--- src/rtl/spw_rx_pkg.sv ---
// Shared SpaceWire receive-path definitions: control codes, decoder status encodings,
// the NULL alignment pattern and the character decoder FSM state type.
package spw_rx_pkg;

  localparam logic [2:0] CTRL_FCT = 3'd4;
  localparam logic [2:0] CTRL_EOP = 3'd5;
  localparam logic [2:0] CTRL_EEP = 3'd6;
  localparam logic [2:0] CTRL_ESC = 3'd7;

  localparam logic [1:0] SDP_IDLE = 2'd0;
  localparam logic [1:0] SDP_DONE = 2'd1;
  localparam logic [1:0] SDP_ERR  = 2'd2;

  // Oldest bit in the MSB: ESC flag/body (1,1,1), FCT P (0), FCT flag/body (1,0,0)
  localparam logic [6:0] NULL_PATTERN = 7'b1110100;

  typedef enum logic [2:0] {
    ST_HUNT,
    ST_PARITY,
    ST_FLAG,
    ST_BODY,
    ST_ERROR
  } rx_state_e;

endpackage

--- src/rtl/rx_char_decoder_if.sv ---
// Bit-stream input and decoded-character output bundle between the bit source and the decoder.
// master = bit source / downstream consumer side, slave = the decoder.
interface rx_char_decoder_if #(
  parameter int DATA_W = 8
);
  logic              bit_in;
  logic              bit_en;
  logic [1:0]        state_data_process;
  logic [2:0]        control;
  logic              last_is_data;
  logic              last_is_control;
  logic              last_is_timec;
  logic [DATA_W:0]   rx_data;
  logic [DATA_W-1:0] rx_timecode;
  logic              rx_got_null;
  logic              rx_got_fct;
  logic              rx_error_parity;
  logic              rx_error_esc;

  modport master (
    output bit_in, bit_en,
    input  state_data_process, control, last_is_data, last_is_control, last_is_timec,
           rx_data, rx_timecode, rx_got_null, rx_got_fct, rx_error_parity, rx_error_esc
  );

  modport slave (
    input  bit_in, bit_en,
    output state_data_process, control, last_is_data, last_is_control, last_is_timec,
           rx_data, rx_timecode, rx_got_null, rx_got_fct, rx_error_parity, rx_error_esc
  );
endinterface

--- src/rtl/rx_null_hunt.sv ---
// Searches the raw bit stream for the first NULL; aligned_o is combinational on the
// enabled bit that completes the pattern, so the caller can switch state on that same edge.
module rx_null_hunt
  import spw_rx_pkg::*;
(
  input  logic negedge_clk,
  input  logic rx_resetn,
  input  logic bit_i,
  input  logic bit_en_i,
  input  logic hunt_en_i,
  output logic aligned_o
);
  logic [5:0] sr_q;
  logic [6:0] window_d;

  assign window_d  = {sr_q, bit_i};
  assign aligned_o = bit_en_i && hunt_en_i && (window_d == NULL_PATTERN);

  always_ff @(posedge negedge_clk or negedge rx_resetn) begin
    if (!rx_resetn) begin
      sr_q <= '0;
    end else if (bit_en_i && hunt_en_i) begin
      sr_q <= window_d[5:0];
    end
  end
endmodule

--- src/rtl/rx_char_decoder.sv ---
// SpaceWire RX character decoder: aligns on the first NULL, then assembles, parity-checks and
// classifies characters; all outputs are registered one cycle after the last body bit.
module rx_char_decoder
  import spw_rx_pkg::*;
#(
  parameter int DATA_W = 8
) (
  input  logic             negedge_clk,
  input  logic             rx_resetn,
  rx_char_decoder_if.slave rx_if
);
  rx_state_e         state_q;
  logic [3:0]        cnt_q;
  logic [DATA_W-1:0] byte_q;
  logic              is_ctrl_q;
  logic              par_q;
  logic              par_err_q;
  logic              acc_q;
  logic              esc_q;

  logic [1:0]        sdp_q;
  logic [2:0]        control_q;
  logic              last_data_q;
  logic              last_ctrl_q;
  logic              last_timec_q;
  logic [DATA_W:0]   rx_data_q;
  logic [DATA_W-1:0] timecode_q;
  logic              got_null_q;
  logic              got_fct_q;
  logic              err_par_q;
  logic              err_esc_q;

  logic              aligned;
  logic [DATA_W-1:0] byte_d;
  logic [2:0]        ctrl_d;
  logic              esc_err_d;

  rx_null_hunt u_null_hunt (
    .negedge_clk (negedge_clk),
    .rx_resetn   (rx_resetn),
    .bit_i       (rx_if.bit_in),
    .bit_en_i    (rx_if.bit_en),
    .hunt_en_i   (state_q == ST_HUNT),
    .aligned_o   (aligned)
  );

  // Body bits arrive LSB first, so they shift in from the top of the byte register
  assign byte_d    = {rx_if.bit_in, byte_q[DATA_W-1:1]};
  assign ctrl_d    = {1'b1, rx_if.bit_in, byte_q[DATA_W-1]};
  assign esc_err_d = esc_q && (ctrl_d != CTRL_FCT);

  always_ff @(posedge negedge_clk or negedge rx_resetn) begin
    if (!rx_resetn) begin
      state_q      <= ST_HUNT;
      cnt_q        <= '0;
      byte_q       <= '0;
      is_ctrl_q    <= 1'b0;
      par_q        <= 1'b0;
      par_err_q    <= 1'b0;
      acc_q        <= 1'b0;
      esc_q        <= 1'b0;
      sdp_q        <= SDP_IDLE;
      control_q    <= '0;
      last_data_q  <= 1'b0;
      last_ctrl_q  <= 1'b0;
      last_timec_q <= 1'b0;
      rx_data_q    <= '0;
      timecode_q   <= '0;
      got_null_q   <= 1'b0;
      got_fct_q    <= 1'b0;
      err_par_q    <= 1'b0;
      err_esc_q    <= 1'b0;
    end else begin
      got_null_q <= 1'b0;
      got_fct_q  <= 1'b0;
      err_par_q  <= 1'b0;
      err_esc_q  <= 1'b0;
      if (state_q != ST_ERROR) sdp_q <= SDP_IDLE;

      if (rx_if.bit_en) begin
        case (state_q)
          ST_HUNT: begin
            if (aligned) begin
              got_null_q <= 1'b1;
              acc_q      <= 1'b0;
              esc_q      <= 1'b0;
              state_q    <= ST_PARITY;
            end
          end
          ST_PARITY: begin
            par_q   <= rx_if.bit_in ^ acc_q;
            state_q <= ST_FLAG;
          end
          ST_FLAG: begin
            // Odd parity across P, previous body and this flag; flagged now, reported at char end
            par_err_q <= ~(par_q ^ rx_if.bit_in);
            is_ctrl_q <= rx_if.bit_in;
            cnt_q     <= rx_if.bit_in ? 4'd2 : 4'(DATA_W);
            acc_q     <= 1'b0;
            state_q   <= ST_BODY;
          end
          ST_BODY: begin
            byte_q <= byte_d;
            acc_q  <= acc_q ^ rx_if.bit_in;
            cnt_q  <= cnt_q - 4'd1;
            if (cnt_q == 4'd1) begin
              if (par_err_q || (is_ctrl_q && esc_err_d)) begin
                err_par_q <= par_err_q;
                err_esc_q <= is_ctrl_q && esc_err_d;
                sdp_q     <= SDP_ERR;
                state_q   <= ST_ERROR;
              end else begin
                state_q <= ST_PARITY;
                if (!is_ctrl_q) begin
                  sdp_q        <= SDP_DONE;
                  last_data_q  <= !esc_q;
                  last_timec_q <= esc_q;
                  last_ctrl_q  <= 1'b0;
                  esc_q        <= 1'b0;
                  if (esc_q) timecode_q <= byte_d;
                  else       rx_data_q  <= {1'b0, byte_d};
                end else begin
                  case (ctrl_d)
                    CTRL_FCT: begin
                      if (esc_q) begin
                        got_null_q <= 1'b1;
                        esc_q      <= 1'b0;
                      end else begin
                        got_fct_q    <= 1'b1;
                        sdp_q        <= SDP_DONE;
                        control_q    <= CTRL_FCT;
                        last_ctrl_q  <= 1'b1;
                        last_data_q  <= 1'b0;
                        last_timec_q <= 1'b0;
                      end
                    end
                    CTRL_EOP, CTRL_EEP: begin
                      sdp_q        <= SDP_DONE;
                      control_q    <= ctrl_d;
                      last_ctrl_q  <= 1'b1;
                      last_data_q  <= 1'b0;
                      last_timec_q <= 1'b0;
                      rx_data_q    <= {1'b1, {(DATA_W-1){1'b0}}, (ctrl_d == CTRL_EEP)};
                    end
                    default: begin
                      esc_q     <= 1'b1;
                      control_q <= CTRL_ESC;
                    end
                  endcase
                end
              end
            end
          end
          ST_ERROR: ;
          default: state_q <= ST_ERROR;
        endcase
      end
    end
  end

  assign rx_if.state_data_process = sdp_q;
  assign rx_if.control            = control_q;
  assign rx_if.last_is_data       = last_data_q;
  assign rx_if.last_is_control    = last_ctrl_q;
  assign rx_if.last_is_timec      = last_timec_q;
  assign rx_if.rx_data            = rx_data_q;
  assign rx_if.rx_timecode        = timecode_q;
  assign rx_if.rx_got_null        = got_null_q;
  assign rx_if.rx_got_fct         = got_fct_q;
  assign rx_if.rx_error_parity    = err_par_q;
  assign rx_if.rx_error_esc       = err_esc_q;
endmodule
--- src/flat_wrapper.sv ---
// flat-port wrapper written by rule: the top's interface ports become plain ports
module rx_char_decoder_flat import spw_rx_pkg::*;
#(
  parameter int DATA_W = 8
)
  (negedge_clk, rx_resetn, rx_if_bit_in, rx_if_bit_en, rx_if_state_data_process, rx_if_control, rx_if_last_is_data, rx_if_last_is_control, rx_if_last_is_timec, rx_if_rx_data, rx_if_rx_timecode, rx_if_rx_got_null, rx_if_rx_got_fct, rx_if_rx_error_parity, rx_if_rx_error_esc);
  rx_char_decoder_if #(.DATA_W(DATA_W)) rx_if_i ();
  input  logic negedge_clk;
  input  logic rx_resetn;
  input wire logic [$bits(rx_if_i.bit_in)-1:0] rx_if_bit_in;
  input wire logic [$bits(rx_if_i.bit_en)-1:0] rx_if_bit_en;
  output wire logic [$bits(rx_if_i.state_data_process)-1:0] rx_if_state_data_process;
  output wire logic [$bits(rx_if_i.control)-1:0] rx_if_control;
  output wire logic [$bits(rx_if_i.last_is_data)-1:0] rx_if_last_is_data;
  output wire logic [$bits(rx_if_i.last_is_control)-1:0] rx_if_last_is_control;
  output wire logic [$bits(rx_if_i.last_is_timec)-1:0] rx_if_last_is_timec;
  output wire logic [$bits(rx_if_i.rx_data)-1:0] rx_if_rx_data;
  output wire logic [$bits(rx_if_i.rx_timecode)-1:0] rx_if_rx_timecode;
  output wire logic [$bits(rx_if_i.rx_got_null)-1:0] rx_if_rx_got_null;
  output wire logic [$bits(rx_if_i.rx_got_fct)-1:0] rx_if_rx_got_fct;
  output wire logic [$bits(rx_if_i.rx_error_parity)-1:0] rx_if_rx_error_parity;
  output wire logic [$bits(rx_if_i.rx_error_esc)-1:0] rx_if_rx_error_esc;
  assign rx_if_i.bit_in = rx_if_bit_in;
  assign rx_if_i.bit_en = rx_if_bit_en;
  assign rx_if_state_data_process = rx_if_i.state_data_process;
  assign rx_if_control = rx_if_i.control;
  assign rx_if_last_is_data = rx_if_i.last_is_data;
  assign rx_if_last_is_control = rx_if_i.last_is_control;
  assign rx_if_last_is_timec = rx_if_i.last_is_timec;
  assign rx_if_rx_data = rx_if_i.rx_data;
  assign rx_if_rx_timecode = rx_if_i.rx_timecode;
  assign rx_if_rx_got_null = rx_if_i.rx_got_null;
  assign rx_if_rx_got_fct = rx_if_i.rx_got_fct;
  assign rx_if_rx_error_parity = rx_if_i.rx_error_parity;
  assign rx_if_rx_error_esc = rx_if_i.rx_error_esc;
  rx_char_decoder #(.DATA_W(DATA_W)) u_core (.negedge_clk(negedge_clk), .rx_resetn(rx_resetn), .rx_if(rx_if_i));
endmodule
--- config.mk ---
export PLATFORM = sky130hd
export DESIGN_NAME = rx_char_decoder_flat
export DESIGN_NICKNAME = d
export VERILOG_FILES = /design/src/rtl/spw_rx_pkg.sv /design/src/rtl/rx_char_decoder_if.sv /design/src/rtl/rx_null_hunt.sv /design/src/rtl/rx_char_decoder.sv /design/src/flat_wrapper.sv
export SDC_FILE = /design/constraint.sdc
export NUM_CORES = 1
export LEC_CHECK = 0
export CELL_PAD_IN_SITES_DETAIL_PLACEMENT = 1
export CELL_PAD_IN_SITES_GLOBAL_PLACEMENT = 2
export CORE_ASPECT_RATIO = 0.75
export CORE_MARGIN = 1
export CORE_UTILIZATION = 35
export DETAILED_ROUTE_END_ITERATION = 10
export PLACE_DENSITY_LB_ADDON = 0.1
export SYNTH_ARGS = -nofsm -noshare
export SYNTH_HDL_FRONTEND = slang
export SYNTH_HIERARCHICAL = 1
export SYNTH_SLANG_ARGS = --single-unit
--- constraint.sdc ---
create_clock -name negedge_clk -period 2.55 [get_ports negedge_clk]
set_input_delay 0.6375 -clock negedge_clk [delete_from_list [all_inputs] [get_ports negedge_clk]]
set_output_delay 0.6375 -clock negedge_clk [all_outputs]
set_load 0.02 [all_outputs]
==> run_results.csv <==
group,metric,value,unit
outcome,outcome,"complete, no violations",
detailed_routing,firstDrtPassIters,4,
clock_network,hold_buffers,0,
floorplanning,fp.dieH,74.8,um
sta,rsz0062_at_grt,"no",
yosys,synth.cell_area,2470,um^2
sta,maxSlewViolCount,0,
floorplanning,die_w,99.0,um
yosys,synth_warnings,6,
finish,layout-drive-gt1-share,23.0,%
global_routing,gr-total-overflow,0,
global_routing,antenna_found_initial,0,
setup_path,critPathArrivalTime,2.53,ns
power_and_ir_drop,power,1.42,mW
global_routing,grt_pass1_wl,10.1,mm
detailed_routing,drt_iter0_markers,66,
clock_network,clk_pin_slew_worst_paths,0.11,ns
setup_path,path_max_fanout,8,
detailed_routing,routed_wl,5.87,mm
floorplanning,core-area,6830,um^2
yosys,ys_seq_elements,54,
finish,antenna_cells,0,
yosys,yosysTopAreaCell,"dfrtp_1",
finish,most-common-layout-cells,"54 x dfrtp_1, 31 x clkdlybuf4s50_1, 31 x nand2_1",
clock_network,clk_latency,0.31,ns
power_and_ir_drop,p_leak,1.46,nW
sta,finalHoldViolCount,0,
yosys,yosys-top-cells-area,"dfrtp_1 55%, mux2_2 11%, nand2_1 4.7%",
yosys,postSynthCellCount,224,
clock_network,cts_tree,"done",
yosys,synth_cell_types,44,
detailed_routing,drc,0,
yosys,async_flop_share,100,%
detailed_routing,antenna_left,0,
detailed_routing,via_per_inst,5.03,
sta,max_clock_freq,428,MHz
finish,fin_nets,282,
yosys,synthFlopType,"dfrtp_1",
global_routing,grt_max_degree,31,
clock_network,post_cts_buffers,0,
floorplanning,placementRows,26,
clock_network,cts.sinks,54,
clock_network,cts_htree_levels,2,
placed_design,dpl.cell_count,350,
setup_path,crit_type,"input port to flop",
sta,final-setup-viol-count,0,
finish,synthToLayoutAreaGrowth,25.3,%
setup_path,cp_data_required_time,2.74,ns
finish,final_common_cell,"dfrtp_1",
clock_network,cts.repair.resized,0,
hold_path,hp-class,"input port to asynchronous set/reset pin",
clock_network,cts_buffers,5,
floorplanning,dieArea,7400,um^2
sta,period_share,91.6,%
yosys,syn-mean-instance-area,11.0,um^2
sta,fin_setup_tns,0,ns
detailed_routing,num_vias,1800,
yosys,ys_seq_area_share,54.7,%
setup_path,cp-start-kind,"input port",
clock_network,cts.path.max_buffers,2,
clock_network,root_buffer,"clkbuf_8",
placed_design,dp_hpwl,4.33,mm
placed_design,port_buffers,32,
floorplanning,start_util,36.2,%
yosys,synth_edf_count,0,
global_routing,grt_usage,17.8,%
sta,fin_skew,0.0146,ns
floorplanning,ioPinCount,33,
global_routing,grt_pass1_vias,1891,
placed_design,gp_congestion,0.737,
flow_run,cap_violations,0,
finish,fillers,759,
detailed_routing,wire_per_inst,16.4,um
yosys,netlist.area_leader.share,54.7,%
power_and_ir_drop,ir_worst_vdd,0.188,mV
setup_path,end_kind,"flop",
sta,max_slew.worst_pin.slew,0.568,ns
power_and_ir_drop,p_per_area,458,nW/um^2
yosys,syn_nets,233,
sta,min_period,2.34,ns
sta,whs,0.311,ns
sta,relSlewSlack,62.1,%
finish,final_cells,358,
registers in the layout, summed over array words and instances (netlist names):
signal                           flops
u_core/acc_q                         1
u_core/byte_q                        7
u_core/cnt_q                         4
u_core/esc_q                         1
u_core/is_ctrl_q                     1
u_core/par_err_q                     1
u_core/par_q                         1
u_core/rx_if.control                 3
u_core/rx_if.last_is_control         1
u_core/rx_if.last_is_data            1
u_core/rx_if.last_is_timec           1
u_core/rx_if.rx_data                 9
u_core/rx_if.rx_error_esc            1
u_core/rx_if.rx_error_parity         1
u_core/rx_if.rx_got_fct              1
u_core/rx_if.rx_got_null             1
u_core/rx_if.rx_timecode             8
u_core/rx_if.state_data_process      2
u_core/state_q                       3
u_core/u_null_hunt/sr_q              6
cells in the mapped netlist (all sizes together) (4+ instances only):
master,instances
dfrtp,54
nand2,33
mux2,25
o21ai,15
a21oi,13
nor2,11
inv,10
nor2b,8
buf,5
ha,5
nor3,5
clkbuf,4
power breakdown:
part / leakage (nW) / switching [mW] / internal, mW
clock network: 0.0408 / 0.301 / 0.197
registers: 0.733 / 0.00776 / 0.858
logic: 0.686 / 0.0352 / 0.0180
critical path, stage by stage:
cell and delay [ns]:
clkdlybuf4s50_1 0.45, inv_1 0.11, ha_1 0.17, and3b_1 0.23
nor4_4 0.38, nand2_2 0.23, mux2_2 0.33
through the flow:
stage / worst slack [ns] / utilization (%) / instance area [um^2]
after global placement: -0.0763 / 44.0 / 3000
after CTS: 0.201 / 45.3 / 3100
after global routing: 0.122 / 45.3 / 3100
after detailed placement: -0.124 / 44.0 / 3000
final: 0.213 / 45.3 / 3100
after floorplan: 0.0650 / - / 2470
routing by layer:
layer / global-route usage, % / wire length (um) / up-vias
met5: 0 / 0 / -
met4: 3.48 / 36 / 0
met3: 3.53 / 145 / 5
met2: 26.1 / 2450 / 24
met1: 27.4 / 3250 / 900
li1: - / - / 871
area by class of cell:
type | instances | area, um^2 | share of cell area [%]
Tap cell | 84 | 105 | 3.39
Sequential cell | 54 | 1350 | 43.6
Timing Repair Buffer | 51 | 470 | 15.2
Multi-Input combinational cell | 151 | 1040 | 33.6
Inverter | 10 | 37.5 | 1.21
Clock buffer | 5 | 68.8 | 2.22
Clock inverter | 3 | 23.8 | 0.768
logic make-up after synthesis:
logic type | synth area share, %
AND/OR/NAND/NOR | 16.7
flip-flops | 54.7
AO/OA/AOI/OAI | 9.92
multiplexers | 12.2
buffers and inverters | 3.24
adder cells (fa/ha/maj) | 2.53
XOR/XNOR | 0.709
final timing paths:
kind / startpoint / endpoint / slack, ns / depth (start not counted)
worst min register to register: u_core/rx_if.control[2] / u_core/rx_if.control[2] / 0.48 / 1
worst min-delay path: rx_resetn / u_core/rx_if.rx_error_parity / 0.31 / 1
max in group asynchronous: rx_resetn / u_core/cnt_q[3] / 1.67 / 2
worst max register to register: u_core/byte_q[7] / u_core/rx_if.rx_data[5] / 0.43 / 6
worst max-delay path: rx_if_bit_in / u_core/rx_if.rx_data[5] / 0.21 / 7
min in group negedge_clk: u_core/rx_if.control[2] / u_core/rx_if.control[2] / 0.48 / 1
Power figures use the tool's default switching activity.
